--- config.mk ---
export PLATFORM = sky130hd
export DESIGN_NAME = ctrl_pipe
export DESIGN_NICKNAME = d
export VERILOG_FILES = /design/src/rtl/ctrl_pipe.sv
export SDC_FILE = /design/constraint.sdc
export NUM_CORES = 1
export LEC_CHECK = 0
export CAP_MARGIN = 5
export CORE_UTILIZATION = 50
export DETAILED_ROUTE_END_ITERATION = 16
export PLACE_DENSITY = 0.95
export SYNTH_ARGS = -nofsm -noshare
export SYNTH_HDL_FRONTEND = slang
export SYNTH_SLANG_ARGS = --single-unit
--- constraint.sdc ---
create_clock -name clk -period 5.05 [get_ports clk]
set_input_delay 1.01 -clock clk [delete_from_list [all_inputs] [get_ports clk]]
set_output_delay 1.01 -clock clk [all_outputs]
set_load 0.05 [all_outputs]
--- src/rtl/ctrl_pipe.sv ---
// ctrl_pipe: receiving end of the decode-stage control bundle.
//   Carries decoded control and register specifiers through ID/EX, EX/MEM
//   and MEM/WB, detects load-use and branch-compare hazards, and produces
//   stall / bubble / fetch-flush / forwarding selects. Counts bubbles.
// Ports:
//   clk, reset                 rising-edge clock, async active-low reset
//   *_d, flush_d, rs/rt/rd_d   decode-stage control and specifiers
//   *_e, rs_e, rt_e            EX-stage control and sources
//   writereg_e/m/w             destination register per stage
//   *_m, *_w                   MEM / WB control
//   stall_f, stall_d, flush_f  fetch/decode hold and IF/ID clear
//   forward_ae/be              EX operand select: 00 regfile, 01 WB, 10 MEM
//   forward_ad/bd              ID branch-compare operand from MEM
//   bubble_cnt                 saturating count of inserted bubbles

// Per-operand forwarding select; one instance per source operand (rs, rt).
module ctrl_pipe_fwd (
    input  logic [4:0] src_e,
    input  logic [4:0] src_d,
    input  logic       regwrite_m,
    input  logic [4:0] writereg_m,
    input  logic       regwrite_w,
    input  logic [4:0] writereg_w,
    output logic [1:0] fwd_e,
    output logic       fwd_d
);
    logic hit_m_e, hit_w_e;

    // $zero is never a forwarding source.
    assign hit_m_e = regwrite_m && (writereg_m != 5'd0) && (writereg_m == src_e);
    assign hit_w_e = regwrite_w && (writereg_w != 5'd0) && (writereg_w == src_e);

    // MEM holds the younger result, so it wins over WB.
    assign fwd_e = hit_m_e ? 2'b10 : (hit_w_e ? 2'b01 : 2'b00);
    assign fwd_d = regwrite_m && (writereg_m != 5'd0) && (writereg_m == src_d);
endmodule

module ctrl_pipe #(
    parameter int CNT_W    = 16,
    parameter int LINK_REG = 31
) (
    input  logic             clk,
    input  logic             reset,
    input  logic             memtoreg_d,
    input  logic             memwrite_d,
    input  logic             regwrite_d,
    input  logic             regdst_d,
    input  logic             alusrc_d,
    input  logic             jal_d,
    input  logic             branch_d,
    input  logic [2:0]       alucontrol_d,
    input  logic             flush_d,
    input  logic [4:0]       rs_d,
    input  logic [4:0]       rt_d,
    input  logic [4:0]       rd_d,
    output logic             memtoreg_e,
    output logic             memwrite_e,
    output logic             regwrite_e,
    output logic             alusrc_e,
    output logic             jal_e,
    output logic [2:0]       alucontrol_e,
    output logic [4:0]       rs_e,
    output logic [4:0]       rt_e,
    output logic [4:0]       writereg_e,
    output logic [4:0]       writereg_m,
    output logic [4:0]       writereg_w,
    output logic             memtoreg_m,
    output logic             memwrite_m,
    output logic             regwrite_m,
    output logic             memtoreg_w,
    output logic             regwrite_w,
    output logic             stall_f,
    output logic             stall_d,
    output logic             flush_f,
    output logic [1:0]       forward_ae,
    output logic [1:0]       forward_be,
    output logic             forward_ad,
    output logic             forward_bd,
    output logic [CNT_W-1:0] bubble_cnt
);
    typedef struct packed {
        logic       memtoreg;
        logic       memwrite;
        logic       regwrite;
        logic       regdst;
        logic       alusrc;
        logic       jal;
        logic [2:0] alucontrol;
        logic [4:0] rs;
        logic [4:0] rt;
        logic [4:0] rd;
    } idex_t;

    typedef struct packed {
        logic       memtoreg;
        logic       memwrite;
        logic       regwrite;
        logic [4:0] writereg;
    } exmem_t;

    typedef struct packed {
        logic       memtoreg;
        logic       regwrite;
        logic [4:0] writereg;
    } memwb_t;

    idex_t  id_in, ex_q;
    exmem_t mem_q;
    memwb_t wb_q;

    logic lwstall, branchstall, stall;

    always_comb begin
        id_in            = '0;
        id_in.memtoreg   = memtoreg_d;
        id_in.memwrite   = memwrite_d;
        id_in.regwrite   = regwrite_d;
        id_in.regdst     = regdst_d;
        id_in.alusrc     = alusrc_d;
        id_in.jal        = jal_d;
        id_in.alucontrol = alucontrol_d;
        id_in.rs         = rs_d;
        id_in.rt         = rt_d;
        id_in.rd         = rd_d;
    end

    // EX-stage view
    assign memtoreg_e   = ex_q.memtoreg;
    assign memwrite_e   = ex_q.memwrite;
    assign regwrite_e   = ex_q.regwrite;
    assign alusrc_e     = ex_q.alusrc;
    assign jal_e        = ex_q.jal;
    assign alucontrol_e = ex_q.alucontrol;
    assign rs_e         = ex_q.rs;
    assign rt_e         = ex_q.rt;
    assign writereg_e   = ex_q.jal ? 5'(LINK_REG) : (ex_q.regdst ? ex_q.rd : ex_q.rt);

    // MEM / WB view
    assign memtoreg_m = mem_q.memtoreg;
    assign memwrite_m = mem_q.memwrite;
    assign regwrite_m = mem_q.regwrite;
    assign writereg_m = mem_q.writereg;
    assign memtoreg_w = wb_q.memtoreg;
    assign regwrite_w = wb_q.regwrite;
    assign writereg_w = wb_q.writereg;

    // Load-use is deliberately not gated on $zero: a spurious stall is harmless.
    assign lwstall = memtoreg_e && regwrite_e && ((rt_e == rs_d) || (rt_e == rt_d));

    // Branch compares in ID, so an operand still being produced in EX, or a
    // load result still in MEM, must be waited on.
    assign branchstall = branch_d &&
        ((regwrite_e && ((writereg_e == rs_d) || (writereg_e == rt_d))) ||
         (memtoreg_m && ((writereg_m == rs_d) || (writereg_m == rt_d))));

    assign stall   = lwstall || branchstall;
    assign stall_f = stall;
    assign stall_d = stall;
    // A branch outcome computed from pending operands is not trustworthy.
    assign flush_f = flush_d && !stall;

    // Forwarding: index 0 is the rs operand, index 1 is rt.
    logic [1:0][4:0] src_e, src_d;
    logic [1:0][1:0] fwd_e;
    logic [1:0]      fwd_d;

    assign src_e = {rt_e, rs_e};
    assign src_d = {rt_d, rs_d};

    for (genvar i = 0; i < 2; i++) begin : g_fwd
        ctrl_pipe_fwd u_fwd (
            .src_e      (src_e[i]),
            .src_d      (src_d[i]),
            .regwrite_m (mem_q.regwrite),
            .writereg_m (mem_q.writereg),
            .regwrite_w (wb_q.regwrite),
            .writereg_w (wb_q.writereg),
            .fwd_e      (fwd_e[i]),
            .fwd_d      (fwd_d[i])
        );
    end

    assign forward_ae = fwd_e[0];
    assign forward_be = fwd_e[1];
    assign forward_ad = fwd_d[0];
    assign forward_bd = fwd_d[1];

    // ID/EX takes a bubble on stall; EX/MEM and MEM/WB always advance.
    always_ff @(posedge clk or negedge reset) begin
        if (!reset) begin
            ex_q       <= '0;
            mem_q      <= '0;
            wb_q       <= '0;
            bubble_cnt <= '0;
        end else begin
            ex_q           <= stall ? '0 : id_in;
            mem_q.memtoreg <= ex_q.memtoreg;
            mem_q.memwrite <= ex_q.memwrite;
            mem_q.regwrite <= ex_q.regwrite;
            mem_q.writereg <= writereg_e;
            wb_q.memtoreg  <= mem_q.memtoreg;
            wb_q.regwrite  <= mem_q.regwrite;
            wb_q.writereg  <= mem_q.writereg;
            if (stall && (bubble_cnt != {CNT_W{1'b1}}))
                bubble_cnt <= bubble_cnt + CNT_W'(1);
        end
    end
endmodule

==> results.md, run 1 <==
* DRC viols at 0
* Setup TNS at 0 ns
* Max Freq at 0.232 GHz
* Synthesized flop and latch total at 55
* Row count at 27
* Pre-antenna DRT Iters at 4
* Clock transition at the registers of the reported paths at 0.09 ns
* Placeable Area at 5570 um2
* Ranking of synthesized cells by area: dfrtp_1 (47%), xor2_1 (10%), xnor2_1 (7.1%)
* Post-synth EDFFs at 0
* ANT nets after route at 0
* Pwr Density at 325 nW/um2
* Largest net degree at the start of global routing at 56
* Period utilization at 85.4%
* Setup CP Type: input pin to output port
* RePlAce Congestion at 0.839
* Clock latency on the worst-skew pair at 0.31 ns
* Critical Path Start: rt_d[3]
* Power consumption at 1.24 mW
* CP startpoint kind: input pin
* Mapped Nets at 299
* Worst R2R Path Depth at 8
* TritonCTS buffer count at 5
* Fin nets at 365
* Crit path max fanout at 5
* Synth unique cells at 37
* Footprint of the multi-input gates at 1320 um2
* Ys flop type: dfrtp_1
* Most frequent cells in the layout: clkdlybuf4s50_1 (88), dfrtp_1 (55), xor2_1 (34), and2_1 (28), xnor2_1 (24)
* Post-synth top area cell: dfrtp_1
* Final wirelength at 6600 um
* Slew @ Worst Pin at 0.976 ns
* CTS resizes at 0
* Htree depth at 2
* Global-route wire length before repair at 10800 um
* RSZ-0062 raised after global routing: false
* CTS tree: done
* Endpoints failing hold at 0
* Async set or reset register ratio after synthesis at 100%
* Layout cell share with drive strength beyond 1 at 7.42%
* Wire length per cell at 16.1 um
* Tmin final at 4.31 ns
* Clk_skew at 0.00770 ns
* Worst VDD drop at 0.308 mV
* Capture point of the worst reg-to-reg path: bubble_cnt[1]
* DR iter-0 viols at 149
* Initial Util at 52.8%
* Most common cell after layout, fill and taps aside: clkdlybuf4s50_1
* Maxcap violations at 0
* Post-CTS setup buffers at 0
* Register area at 1380 um2
* Crit path arrival time at 3.30 ns
* Worst reg2reg setup slack at 2.21 ns
* Syn avg cell area at 10.9 um2
* Post-DP HPWL at 4900 um
* Ant diodes at 0
* Die H at 78.7 um
* R2R Path Start: ex_q[20]
* Worst slew margin at 34.7%
* Die ar. at 6190 um2
* Area Overhead vs Synth at 30.3%
* Worst min-delay path category: register to register
* Total gr overflow at 0
* Gr usage total at 22.7%
* Filler cells at 432
* Antenna violations before repair at 0
* CTS root buf: clkbuf_8
* Syn Inst Count at 270
* Ys Warns at 0
* Port Buf Inserts at 90
* Critical path endpoint: stall_f
* Post-CTS Hold Buffers at 0
* Crit path capture type: output port
* Yosys top cell area share at 46.8%
* Sequential share of the synthesized area at 46.8%
* Clock Sinks at 55
* Slew Limit Fails at 0
* Via count at 2165
* Vias in the first global route at 2160
* Outcome: completed
* Setup violators final at 0
* Static Leakage at 1.60 nW
* Post-Syn Area at 2940 um2
* CTS Buffer Depth at 2
* I/O pins at 91
* Chip Width at 78.7 um
* Via density at 5.29
* Worst EP required at 4.04 ns
## where the power goes
group / internal [mW] / switching (mW)
sequential: 0.482 / 0.0595
clock: 0.125 / 0.136
combinational: 0.170 / 0.271
total: 0.777 / 0.467
## worst max-delay path, stage by stage
cell and delay (ns):
clkdlybuf4s50_1 0.51, xor2_1 0.18, nor3_1 0.21, nand3_1 0.13, a21oi_1 0.28, nor4_4 0.09
inv_1 0.08, clkdlybuf4s50_1 0.80
## state kept, by name, indices dropped and copies added (netlist names)
register and count:
rt_e 5, ex_q 6, rs_e 5, writereg_m 5, jal_e 1, bubble_cnt 16
memtoreg_m 1, memwrite_m 1, alusrc_e 1, memwrite_e 1, regwrite_w 1, regwrite_e 1
regwrite_m 1, memtoreg_e 1, memtoreg_w 1, alucontrol_e 3, writereg_w 5
## cell type report
type	count	area share (%)
well taps	72	2.35
clock buffers	8	2.61
flip-flops and latches	55	35.9
repair buffers	92	24.0
inverters	7	0.686
multi-input cells	175	34.4
## Yosys cell counts, types with 2 or more instances
master and instances:
nor2_1 6, nor2b_4 2, dfrtp_1 55, nor4_2 5, nand4_1 4, a21oi_1 4
o21ai_0 2, a21o_1 2, mux2i_2 2, nor4_1 3, and3_1 6, xor2_1 34
nor4b_1 2, clkbuf_1 8, mux2i_1 2, inv_1 7, and2_1 28, nand3_1 13
buf_6 4, nor3_1 9, nand4b_1 2, nand2_1 10, buf_4 16, buf_2 5
a211oi_2 2, xnor2_1 24, or4_1 3
## metrics by stage
step	util, %	instance area (um2)	hold WS [ns]	instances	setup WS [ns]
2_1_floorplan	-	2940	0.672	270	0.750
3_3_place_gp	67.0	3730	0.358	401	0.782
3_5_place_dp	67.0	3730	0.383	401	0.734
4_1_cts	68.8	3830	0.401	409	0.724
5_1_grt	68.8	3830	0.405	409	0.611
6_report	68.8	3830	0.400	409	0.738
## worst min path at each step
stage | from | endpoint | depth (start not counted)
final | memwrite_e | memwrite_m | 0
after global routing | memwrite_e | memwrite_m | 0
after CTS | memwrite_e | memwrite_m | 0
after detailed placement | memwrite_e | memwrite_m | 0
after global placement | memwrite_e | memwrite_m | 0
after floorplan | memwrite_e | memwrite_m | 0
## cells by family after synthesis
logic type | synth area share [%]
compound gates | 2.93
simple gates | 22.2
fa+ha+maj | 0.425
buf+inv | 8.38
mux | 2.00
flops | 46.8
xor+xnor | 17.3
## layer usage
metal / wire length [um] / track usage (%) / part of all wire (%)
met3: 494 / 5.40 / 7.5
met5: 0 / 0 / 0
met4: 105 / 6.85 / 1.6
met2: 3350 / 39.6 / 51
met1: 2650 / 27.8 / 40
Note: power is estimated with default switching activity, not from simulation.
==> inputs of run 2 (changes only) <==
CAP_MARGIN = 20   (was 5)
CELL_PAD_IN_SITES_DETAIL_PLACEMENT = 2   (was unset)
CELL_PAD_IN_SITES_GLOBAL_PLACEMENT = 2   (was unset)
CORE_UTILIZATION = 31   (was 50)
SKIP_CTS_REPAIR_TIMING = 1   (was unset)
==> run 2 against run 1 <==
Against the previous run: via count is 2.6% higher; critical path depth is the same; fmax down 2.4%; clock power up 16%; core utilization fell by 26 points; first-iteration DRC count is 81% lower; die area is 60% higher; critical path type unchanged; sequential share of layout area shrank 0.61 points; design area grew 1.7%; sequential power grew 1%; global-route usage shrank 4.6 points; power is 4.5% higher.
==> results.md, run 2 (synthesized netlist as in run 1, its figures left out) <==
* Power consumption at 1.30 mW (was 1.24 mW)
* I/O pins at 91 (unchanged)
* Filler cells at 986 (was 432)
* Worst slew margin at 26.6% (was 34.7%)
* Gate power share at 34.7% (was 35.5%)
* RSZ-0062 raised after global routing: false (unchanged)
* Slew @ Worst Pin at 1.10 ns (was 0.976 ns)
* Fin nets at 365 (unchanged)
* Worst Hold Launch: memwrite_e (unchanged)
* Ant diodes at 0 (unchanged)
* Instance area at placement at 3780 um2 (was 3730 um2)
* Die ar. at 9880 um2 (was 6190 um2)
* Top Registers: bubble_cnt: 16 flops, ex_q: 6 flops (unchanged)
* Setup violators final at 0 (unchanged)
* Most frequent cells in the layout: clkdlybuf4s50_1 (88), dfrtp_1 (55), xor2_1 (34), and2_1 (28), xnor2_1 (24) (unchanged)
* Worst hold path depth at 0 (unchanged)
* Static Leakage at 1.61 nW (was 1.60 nW)
* Largest net degree at the start of global routing at 56 (unchanged)
* Final instance area at 3900 um2 (was 3830 um2)
* Reg power frac at 42.1% (was 43.5%)
* Slew Limit Fails at 0 (unchanged)
* Min Hold Slack at 0.380 ns (was 0.400 ns)
* Antenna violations before repair at 0 (unchanged)
* DRC viols at 0 (unchanged)
* CP max stage delay at 0.81 ns (was 0.80 ns)
* CP startpoint kind: input pin (unchanged)
* ANT nets after route at 0 (unchanged)
* Period utilization at 87.4% (was 85.4%)
* Slowest-stage cell, CP: clkdlybuf4s50_1 (unchanged)
* Via density at 4.96 (was 5.29)
* Worst EP required at 4.04 ns (about the same)
* Worst min-delay path category: register to register (unchanged)
* Worst reg2reg setup slack at 2.01 ns (was 2.21 ns)
* Maxcap violations at 0 (unchanged)
* Top reg by flops: bubble_cnt (unchanged)
* Most common cell after layout, fill and taps aside: clkdlybuf4s50_1 (unchanged)
* Placeable Area at 9200 um2 (was 5570 um2)
* DR iter-0 viols at 28 (was 149)
* Capture point of the worst reg-to-reg path: bubble_cnt[1] (unchanged)
* Crit path arrival time at 3.41 ns (was 3.30 ns)
* Clock Power Share at 23.2% (was 21.0%)
* CP cell instances: clkdlybuf4s50_1 > xor2_1 > nor3_1 > nand3_1 > a21oi_1 > nor4_4 > inv_1 > clkdlybuf4s50_1 (unchanged)
* R2R Path Start: ex_q[20] (unchanged)
* Setup CP Type: input pin to output port (unchanged)
* RePlAce Congestion at 0.833 (was 0.839)
* Max reg flops at 16 (unchanged)
* Hold Path Sink: memwrite_m (unchanged)
* Post-DP HPWL at 6590 um (was 4900 um)
* Endpoints failing hold at 0 (unchanged)
* Chip Width at 99.4 um (was 78.7 um)
* Die H at 99.4 um (was 78.7 um)
* Internal power at 0.813 mW (was 0.778 mW)
* Clock transition at the registers of the reported paths at 0.09 ns (about the same)
* TritonCTS buffer count at 5 (unchanged)
* Worst VDD drop at 0.224 mV (was 0.308 mV)
* Initial Util at 32.0% (was 52.8%)
* Area Overhead vs Synth at 32.5% (was 30.3%)
* Layout cell share with drive strength beyond 1 at 7.72% (was 7.42%)
* CTS tree: done (unchanged)
* Via count at 2222 (was 2165)
* Max Freq at 0.226 GHz (was 0.232 GHz)
* CTS Buffer Depth at 2 (unchanged)
* Setup TNS at 0 ns (unchanged)
* Worst R2R Path Depth at 8 (unchanged)
* Clk_skew at 0.00970 ns (was 0.00770 ns)
* Vias in the first global route at 2599 (was 2160)
* Clock latency on the worst-skew pair at 0.31 ns (about the same)
* CTS root buf: clkbuf_8 (unchanged)
* Net Switching at 0.487 mW (was 0.467 mW)
* Port Buf Inserts at 90 (unchanged)
* Net Sw Frac at 37.5% (about the same)
* Outcome: completed (unchanged)
* Wire length per cell at 19.0 um (was 16.1 um)
* Global-route wire length before repair at 13900 um (was 10800 um)
* Setup WS post-layout at 0.634 ns (was 0.738 ns)
* Htree depth at 2 (unchanged)
* Gr usage total at 18.1% (was 22.7%)
* Row count at 35 (was 27)
* Tmin final at 4.42 ns (was 4.31 ns)
* Crit path capture type: output port (unchanged)
* Pwr Density at 333 nW/um2 (was 325 nW/um2)
* Placement Setup Slack at 0.627 ns (was 0.734 ns)
* Crit path max fanout at 5 (unchanged)
* Worst path most repeated cell: clkdlybuf4s50_1 (unchanged)
* Final wirelength at 8520 um (was 6600 um)
* Total gr overflow at 0 (unchanged)
* Pre-antenna DRT Iters at 4 (unchanged)
* Clock Sinks at 55 (unchanged)
-- run 2: power by group through the flow --
stage	sequential [mW]	clock (mW)	combinational, mW
final	0.547	0.302	0.451
after global routing	0.554	0.326	0.476
after CTS	0.548	0.315	0.457
after detailed placement	0.556	0	0.455
after global placement	0.553	0	0.438
after floorplan	0.624	0	0.225
-- run 2: area by class of cell --
cell class	instances	area, um2	area share (%)
flip-flops and latches	55	1380	35.3
well taps	111	139	3.56
clock inverters	2	35.0	0.899
multi-input cells	175	1320	33.8
inverters	7	26.3	0.674
repair buffers	92	921	23.6
clock buffers	6	82.6	2.12
-- run 2: worst max-delay path, delay by kind of cell --
| family | cells | cell delay (ns) |
|---|---|---|
| AO/OA/AOI/OAI | 1 | 0.30 |
| buffers and inverters | 3 | 1.42 |
| AND/OR/NAND/NOR | 3 | 0.46 |
| XOR/XNOR | 1 | 0.20 |
-- run 2: worst max path at each step --
| stage | start | endpoint | slack [ns] | cells past startpoint |
|---|---|---|---|---|
| detailed placement | rt_d[3] | stall_f | 0.63 | 8 |
| floorplan | writereg_m[1] | forward_ae[0] | 0.75 | 5 |
| global placement | rt_d[2] | flush_f | 0.69 | 9 |
| finish | rt_d[3] | stall_f | 0.63 | 8 |
| CTS | rt_d[1] | stall_f | 0.61 | 7 |
| global route | rt_d[3] | stall_d | 0.52 | 8 |
-- run 2: per-layer routing --
| layer | global-route usage [%] | up-vias | wire length, um |
|---|---|---|---|
| met5 | 0 | - | 0 |
| met4 | 5.66 | 0 | 176 |
| met3 | 3.79 | 17 | 445 |
| met2 | 34.4 | 81 | 4570 |
| met1 | 20.0 | 1119 | 3330 |
| li1 | - | 1005 | - |
-- run 2: per-stage QoR --
stage / instances / utilization, %
6_report: 448 / 42.4
5_1_grt: 448 / 42.4
4_1_cts: 448 / 42.4
3_5_place_dp: 440 / 41.1
3_3_place_gp: 440 / 41.1
2_1_floorplan: 270 / -
==> inputs of run 3 (changes only) <==
CTS_CLUSTER_DIAMETER = 150   (was unset)
==> results of run 3 <==
No change in the layout: final DEF, timing and power equal those of run 2.
